### src/rtl/hi_pkg.sv
// Shared definitions for the hi_reg_term register terminal.
// Holds the status bit positions, the FSM encoding and the byte-to-word length helper.
package hi_pkg;

  localparam int HI_ST_RANGE    = 0;
  localparam int HI_ST_OVERRUN  = 1;
  localparam int HI_ST_CONFLICT = 2;
  localparam int HI_ST_ABORT    = 3;

  localparam logic [31:0] HI_RD_POISON = 32'hDEAD_BEEF;

  typedef enum logic [2:0] {
    ST_IDLE,
    ST_WR,
    ST_RD_FETCH,
    ST_RD_VALID,
    ST_DONE
  } hi_state_e;

  // A partial trailing word still counts as a whole word.
  function automatic logic [31:0] hi_words(input logic [31:0] len);
    return {2'b00, len[31:2]} + {31'd0, |len[1:0]};
  endfunction

endpackage

### src/rtl/hi_reg_term_bank.sv
// Register array for hi_reg_term: one write port with 1-cycle strobes and a registered read mux.
module hi_reg_term_bank
  import hi_pkg::*;
#(
  parameter int NUM_REGS = 16,
  localparam int AW = $clog2(NUM_REGS)
) (
  input  logic                     clk_i,
  input  logic                     rst_i,
  input  logic                     we_i,
  input  logic [AW-1:0]            waddr_i,
  input  logic [31:0]              wdata_i,
  input  logic                     re_i,
  input  logic [AW-1:0]            raddr_i,
  input  logic                     rpoison_i,
  output logic [31:0]              rdata_o,
  output logic [32*NUM_REGS-1:0]   regs_o,
  output logic [NUM_REGS-1:0]      stb_o
);

  logic [31:0]         mem_q [NUM_REGS];
  logic [31:0]         rdata_q;
  logic [NUM_REGS-1:0] stb_q;

  always_ff @(posedge clk_i) begin
    if (rst_i) begin
      for (int i = 0; i < NUM_REGS; i++) mem_q[i] <= '0;
      rdata_q <= '0;
      stb_q   <= '0;
    end else begin
      stb_q <= '0;
      if (we_i) begin
        mem_q[waddr_i] <= wdata_i;
        stb_q[waddr_i] <= 1'b1;
      end
      if (re_i) rdata_q <= rpoison_i ? HI_RD_POISON : mem_q[raddr_i];
    end
  end

  for (genvar g = 0; g < NUM_REGS; g++) begin : g_flat
    assign regs_o[32*g +: 32] = mem_q[g];
  end

  assign rdata_o = rdata_q;
  assign stb_o   = stb_q;

endmodule

### src/rtl/hi_reg_term.sv
// Host Interface register-bank terminal: burst writes and prefetched burst reads on the di_* bus.
// Define HI_REG_TERM_ERRCHK_EN to discard/poison accesses at addr >= NUM_REGS and flag status bit0.
module hi_reg_term
  import hi_pkg::*;
#(
  parameter logic [15:0] TERM_ADDR = 16'h0000,
  parameter int          NUM_REGS  = 16
) (
  input  logic                    ifclk,
  input  logic                    reset,
  input  logic [15:0]             di_term_addr,
  input  logic [31:0]             di_reg_addr,
  input  logic [31:0]             di_len,
  input  logic                    di_write_mode,
  input  logic                    di_write,
  input  logic [31:0]             di_reg_datai,
  output logic                    di_write_rdy,
  input  logic                    di_read_mode,
  input  logic                    di_read_req,
  input  logic                    di_read,
  output logic                    di_read_rdy,
  output logic [31:0]             di_reg_datao,
  output logic [15:0]             di_transfer_status,
  output logic [32*NUM_REGS-1:0]  reg_q,
  output logic [NUM_REGS-1:0]     reg_wr_stb
);

  localparam int AW = $clog2(NUM_REGS);

  hi_state_e   state_q, state_d;
  logic [31:0] addr_q, addr_d;
  logic [31:0] rem_q, rem_d;
  logic [15:0] status_q, status_d;

  logic          sel, wmode, rmode;
  logic          wr_acc, rd_load, rd_next, wr_oor, rd_oor;
  logic [AW-1:0] rd_idx;
  logic [31:0]   rdata;

  assign sel   = (di_term_addr == TERM_ADDR);
  assign wmode = sel && di_write_mode;
  assign rmode = sel && di_read_mode;

  always_comb begin
    state_d  = state_q;
    addr_d   = addr_q;
    rem_d    = rem_q;
    status_d = status_q;
    wr_acc   = 1'b0;
    rd_load  = 1'b0;
    rd_next  = 1'b0;
    case (state_q)
      ST_IDLE: begin
        if (wmode || rmode) begin
          addr_d   = di_reg_addr;
          rem_d    = hi_words(di_len);
          status_d = '0;
          status_d[HI_ST_CONFLICT] = wmode && rmode;
          state_d  = wmode ? ST_WR : ST_RD_FETCH;
        end
      end
      ST_WR: begin
        if (!wmode) begin
          state_d = ST_IDLE;
          status_d[HI_ST_ABORT] = 1'b1;
        end else if (rem_q == '0) begin
          state_d = ST_DONE;
        end else if (di_write) begin
          wr_acc = 1'b1;
          addr_d = addr_q + 32'd1;
          rem_d  = rem_q - 32'd1;
          if (rem_q == 32'd1) state_d = ST_DONE;
        end
      end
      ST_RD_FETCH: begin
        if (!rmode) begin
          state_d = ST_IDLE;
          status_d[HI_ST_ABORT] = 1'b1;
        end else if (rem_q == '0) begin
          state_d = ST_DONE;
        end else if (di_read_req) begin
          rd_load = 1'b1;
          state_d = ST_RD_VALID;
        end
      end
      ST_RD_VALID: begin
        if (!rmode) begin
          state_d = ST_IDLE;
          status_d[HI_ST_ABORT] = 1'b1;
        end else if (di_read) begin
          addr_d = addr_q + 32'd1;
          rem_d  = rem_q - 32'd1;
          if (rem_q == 32'd1) begin
            state_d = ST_DONE;
          end else begin
            // Prefetch the following word so rdy stays high back-to-back.
            rd_load = 1'b1;
            rd_next = 1'b1;
          end
        end
      end
      ST_DONE: begin
        if (sel && di_write) status_d[HI_ST_OVERRUN] = 1'b1;
        if (!wmode && !rmode) state_d = ST_IDLE;
      end
      default: state_d = ST_IDLE;
    endcase

`ifdef HI_REG_TERM_ERRCHK_EN
    wr_oor = (addr_q >= 32'(NUM_REGS));
    rd_oor = ((addr_q + {31'd0, rd_next}) >= 32'(NUM_REGS));
    if ((wr_acc && wr_oor) || (rd_load && rd_oor)) status_d[HI_ST_RANGE] = 1'b1;
`else
    wr_oor = 1'b0;
    rd_oor = 1'b0;
`endif
  end

  assign rd_idx = addr_q[AW-1:0] + AW'(rd_next);

  always_ff @(posedge ifclk) begin
    if (reset) begin
      state_q  <= ST_IDLE;
      addr_q   <= '0;
      rem_q    <= '0;
      status_q <= '0;
    end else begin
      state_q  <= state_d;
      addr_q   <= addr_d;
      rem_q    <= rem_d;
      status_q <= status_d;
    end
  end

  hi_reg_term_bank #(
    .NUM_REGS (NUM_REGS)
  ) u_bank (
    .clk_i     (ifclk),
    .rst_i     (reset),
    .we_i      (wr_acc && !wr_oor),
    .waddr_i   (addr_q[AW-1:0]),
    .wdata_i   (di_reg_datai),
    .re_i      (rd_load),
    .raddr_i   (rd_idx),
    .rpoison_i (rd_oor),
    .rdata_o   (rdata),
    .regs_o    (reg_q),
    .stb_o     (reg_wr_stb)
  );

  assign di_write_rdy       = sel && (state_q == ST_WR) && (rem_q != '0);
  assign di_read_rdy        = sel && (state_q == ST_RD_VALID);
  assign di_reg_datao       = sel ? rdata : '0;
  assign di_transfer_status = sel ? status_q : '0;

endmodule

### config.mk
export PLATFORM = sky130hd
export DESIGN_NAME = hi_reg_term
export DESIGN_NICKNAME = d
export VERILOG_FILES = /design/src/rtl/hi_pkg.sv /design/src/rtl/hi_reg_term_bank.sv /design/src/rtl/hi_reg_term.sv
export SDC_FILE = /design/constraint.sdc
export NUM_CORES = 1
export LEC_CHECK = 0
export ABC_CLOCK_PERIOD_IN_PS = 13950
export CAP_MARGIN = 20
export CORE_AREA = 2 2 269 271
export CTS_CLUSTER_DIAMETER = 200
export DETAILED_ROUTE_END_ITERATION = 10
export DIE_AREA = 0 0 271 273
export HOLD_SLACK_MARGIN = 0.03
export MAX_ROUTING_LAYER = met4
export PLACE_DENSITY = 0.67
export SYNTH_ARGS = -nofsm -noshare
export SYNTH_HDL_FRONTEND = slang
export SYNTH_SLANG_ARGS = --single-unit
### constraint.sdc
create_clock -name ifclk -period 13.95 [get_ports ifclk]
set_clock_uncertainty 0.2 [all_clocks]
set_input_delay 2.0925 -clock ifclk [delete_from_list [all_inputs] [get_ports ifclk]]
set_output_delay 2.0925 -clock ifclk [all_outputs]
set_load 0.05 [all_outputs]
Yosys cells after proc, flatten, opt, wreduce, memory -nomap -nowiden
Memories as Yosys holds them, arrays and structs flattened. A register that Yosys moved wholly into a read port is not among the register bits. Index checks and enable logic that the tools add are counted.

Bits in writable memories: 512. Word-level logic and storage cells: 118. Output and inout port bits: 578. Bits of input ports: 119. Memory bits (read-only): 0. Memories: 1. Bits in latches: 0. Register bits after elaboration: 86.

$lt $le $gt $ge: 2. Divide/modulo/power cells: 0. Reduce and logical (&&, ||, !) cells: 28. $add $sub $neg: 4. Shift-type cells: 0. Bitwise logic cells: 1. Multipliers: 0. Multiplexer cells: 57. Equality and inequality tests: 18.

Memories: u_bank.mem_q (words 16, bits a word 32, read ports 17, clocked after Yosys merged registers in 1, write ports 16, RTL line hi_reg_term_bank.sv:21) `logic [31:0] mem_q [NUM_REGS];`.

Operators by type and width (number): $mux 32 (14); $pmux 32 s3 (2); $mux 3 (11); $add 32x1->32 const B (1); $eq 32x1->1 const B (1); $logic_not 32->1 (1); $reduce_bool 32->1 (1); $reduce_or 32->1 (1); $sub 32x1->32 const B (1); $add 30x1->31 (1); $mux 1 (21); $ne 2x2->1 const B (10); $logic_not 16->1 (1); $pmux 3 s5 (1); $mux 4 (3); $logic_and 1x1->1 (9); $ne 4x4->1 const B (2); $reduce_and 7->1 (1); $eq 3x2->1 const B (2); $reduce_bool 3->1 (2); $reduce_or 2->1 (3); $lt 4x5->1 const B (1); $reduce_and 5->1 (1); $add 4x1->4 (1); 16 further kinds (18).

Depth between registers and ports, before layout
Depth in word-level cells: 9. Gate-level depth with buffers: 15. Depth with buffers taken out: 12.

By module
From an unflattened synthesis, not the netlist that was laid out.

Cells, all modules: 2076. Area, all modules: 28345.9 um^2.

Modules (own cells, without submodules): hi_reg_term_bank (area each 24457.2 um^2, times used 1, cells each 1530, seq. area each 16335.7 um^2); hi_reg_term (area each 3888.7 um^2, times used 1, cells each 546, seq. area each 840.8 um^2).

Least setup slack after synthesis
Ideal clock, no wire load.

Path kind: input to output. From: in di_term_addr[2]. To: out di_write_rdy. Arrival: 3.966 ns. Path slack: 7.692 ns. Stages: 5. Path through: nor4_1 > and4_1 > clkbuf_1 > o41ai_1 > nor3_1.

Cells in the longest elaborated chain, start to end: 3.

RTL lines: start: declaration (RTL line hi_reg_term.sv:11) `input logic [15:0] di_term_addr,`; $logic_not 16->1 (RTL line hi_reg_term.sv:40) `assign sel = (di_term_addr == TERM_ADDR);`; $logic_and 1x1->1 (2 in series) (RTL line hi_reg_term.sv:151) `assign di_write_rdy = sel && (state_q == ST_WR) && (rem_q != '0);`; end: declaration (RTL line hi_reg_term.sv:17) `output logic di_write_rdy,`.

Every way passes these cells.

Worst setup path after layout
From: in di_term_addr[0]. To: out di_write_rdy.

The elaborated chain is that of the path after synthesis.

==> summary.txt <==
Synthesis
  – Seq/Total Area, Yosys: 60.9%
  – Asr flop ratio synth: 0%
  – Unique masters post-synth: 62
  – Post-synth EDFFs: 512
  – Synth Cell Area: 28200 um^2
  – Yosys reg bits: 602
  – Cells after Synth: 2017
  – Most used DFF post-synth: edfxtp_1
  – Syn_area_per_cell: 14.0 um^2
  – Synth warnings: 0

Timing
  – Worst Tran Pin Value: 1.17 ns
  – Slew margin rel.: 21.7%
  – Final Hold Fails: 0
  – Final period utilization: 54.5%
  – Crit path time final: 7.60 ns
  – Finish-stage setup viols: 0
  – RSZ-0062 raised after global routing: no
  – Final setup TNS: 0 ns
  – Slew Viols, Final: 0
  – F_max: 0.132 GHz

Power and ir drop
  – Static leakage: 13.2 nW
  – PD cells: 115 nW/um^2
  – Maximum VDD drop: 0.0980 mV

Cells and area
  – Final nets: 2748
  – Layout cell share with drive strength beyond 1: 13.2%
  – # fillers: 5726
  – Synth-to-layout area growth: 35.4%
  – Final cell count without fillers: 3623

CTS
  – Setup Buffers After CTS: 0
  – Post-CTS Hold Fix Bufs: 0
  – Clk_lat worst skew: 0.61 ns
  – Htree depth: 3
  – CTS tree: yes
  – CTS buffer count: 67
  – CTS root buf: clkbuf_16
  – Max Buffers Root-to-Sink: 3
  – CTS sink cnt: 602
  – Cts repair resizes: 0
  – Worst-path clk slew: 0.06 ns

Floorplanning
  – Initial Utilization: 39.7%
  – Die area: 74000 um^2
  – Core ar.: 71000 um^2
  – Die height: 273 um
  – IO Pins: 697
  – Chip width: 271 um
  – # rows: 98

Worst setup path
  – CP required: 11.66 ns
  – Worst reg-to-reg path cell count: 12
  – CP Buf/Inv Count: 3
  – Delay-heaviest family, CP: buffers and inverters
  – Startpoint types: primary input
  – CP Capture Type: primary output
  – CP Cell Sequence: clkdlybuf4s50_1 -> nor4_1 -> and4_2 -> buf_4 -> o41ai_1 -> nor3_1 -> clkdlybuf4s50_1
  – Cell mode on critical path: clkdlybuf4s50_1
  – Critical Path Max Stage Delay: 0.90 ns
  – WP data arrival: 5.30 ns
  – Cell depth of the worst setup path: 7
  – Slowest CP cell: clkdlybuf4s50_1
  – Max FO, Critical Path: 54
  – Worst Setup Path Type: in -> out

Global routing
  – First-pass GRT wire length: 158 mm
  – Vias in the first global route: 20.4k
  – GRT Overall Usage: 31.0%
  – Initial antenna violation count: 4
  – Largest net degree at the start of global routing: 65
  – GRT Residual Overflow: 0

Place
  – DP Cell Count: 3497
  – Port Buffers: 655
  – Dpl hpwl: 78.3 mm
  – Routability cong.: 0.911

Drt
  – # DRC: 0
  – Wire per inst: 31.6 um
  – Vias per cell: 5.73
  – Starting DRC count in detailed routing: 2181
  – Routed via count: 20.8k
  – Final ANT Viol Nets: 0
  – DRT Pass-1 Iters: 5
  – Post-Route WL: 114 mm

Hold path
  – Worst Hold Path Cells: 2
  – Hold WC Path Type: reg -> reg

Flow run
  – Maxcap violations: 0

Status
  – Status: finished clean
-- per-layer routing --
| layer | vias up | track usage, % | share of wire (%) |
|---|---|---|---|
| li1 | 8659 | - | - |
| met1 | 10700 | 39.9 | 39 |
| met2 | 1184 | 48.7 | 48 |
| met3 | 205 | 7.08 | 9.4 |
| met4 | 0 | 10.3 | 3.5 |
| met5 | - | - | 0 |
-- through the flow --
| step | power [mW] | hold slack [ns] | worst slack [ns] | utilization [%] | instance area (um^2) |
|---|---|---|---|---|---|
| 2_1_floorplan | 2.42 | 0.243 | 7.69 | - | 28200 |
| 3_3_place_gp | 2.69 | 0.256 | 6.10 | 50.5 | 35900 |
| 3_5_place_dp | 2.69 | 0.256 | 6.10 | 50.7 | 36000 |
| 4_1_cts | 4.42 | 0.270 | 6.41 | 53.7 | 38100 |
| 5_1_grt | 4.50 | 0.278 | 6.23 | 53.8 | 38200 |
| 6_report | 4.40 | 0.271 | 6.35 | 53.8 | 38200 |
-- Yosys cell counts, drive strengths merged (17+ instances only) --
library cell / n / area (um^2)
a21oi: 39 / 195
nand4: 17 / 106
dfxtp: 90 / 1800
o21ai: 35 / 175
nand3: 29 / 145
mux2i: 33 / 330
nand2: 34 / 130
nor3: 32 / 160
buf: 39 / 218
clkbuf: 142 / 533
and2: 551 / 3450
nor2: 94 / 353
edfxtp: 512 / 15400
mux4: 160 / 3600
-- flip-flops by register name (all words and copies together), names as in the netlist --
register,cells
state_q,3
u_bank.rdata_o,32
u_bank.stb_o,16
addr_q,4
rem_q,32
u_bank.mem_q,512
status_q,3
-- final timing paths --
path | start | end | slack, ns
worst max register to register | rem_q[8]$_SDFFE_PP0P_ | u_bank.rdata_o[13]$_SDFFE_PP0P_ | 7.60
worst min register to register | rem_q[18]$_SDFFE_PP0P_ | rem_q[18]$_SDFFE_PP0P_ | 0.27
worst min-delay path | rem_q[18]$_SDFFE_PP0P_ | rem_q[18]$_SDFFE_PP0P_ | 0.27
worst max-delay path | di_term_addr[0] | di_write_rdy | 6.35
-- worst reg2reg max path: cells and delay by family, from the launching register on --
family / cells / cell delay [ns]
adders and majority gates: 1 / 0.53
buffers and inverters: 2 / 1.48
DFF: 1 / 0.35
muxes: 3 / 1.35
and+or+nand+nor: 6 / 2.29
-- cells by family (layout without fill, tap and decap cells) --
| family | after synthesis | after routing | share of synthesized area (%) |
|---|---|---|---|
| buffers and inverters | 193 | 835 | 2.82 |
| DFF | 602 | 602 | 60.9 |
| muxes | 193 | 193 | 14.0 |
| other | 1 | 15 | 0.0133 |
| xor gates and xnor gates | 28 | 28 | 0.870 |
| and+or+nand+nor | 824 | 824 | 17.0 |
| adders and majority gates | 11 | 11 | 0.488 |
| AOI/OAI and AO/OA | 165 | 165 | 3.88 |
-- layout make-up --
cell class              instances  area (um^2)  area share [%]
diodes                          2         5.00          0.0131
clock buffers                  98         1940            5.07
clock inverters                24          208           0.544
inverters                      12         45.0           0.118
multi-input cells            1234        10600            27.8
flip-flops and latches        602        17200            45.0
well taps                     950         1190            3.11
repair buffers                701         7010            18.4
-- power breakdown --
group          internal, mW  switching [mW]  leakage (nW)
Clock                  1.01           0.739          1.04
Sequential             2.02          0.0521          5.72
Combinational         0.171           0.415          6.40
Total                  3.19            1.21          13.2
-- layout by cell type, fill, tap and decap left out, types with 38 or more instances in the layout --
master | netlist | layout
a21oi_1 | 39 | 38
and2_1 | 551 | 551
buf_4 | 14 | 40
clkbuf_16 | 0 | 69
clkdlybuf4s50_1 | 0 | 654
dfxtp_1 | 90 | 90
edfxtp_1 | 512 | 512
mux4_2 | 160 | 160
nor2_1 | 94 | 82
Power figures use the tool's default switching activity.
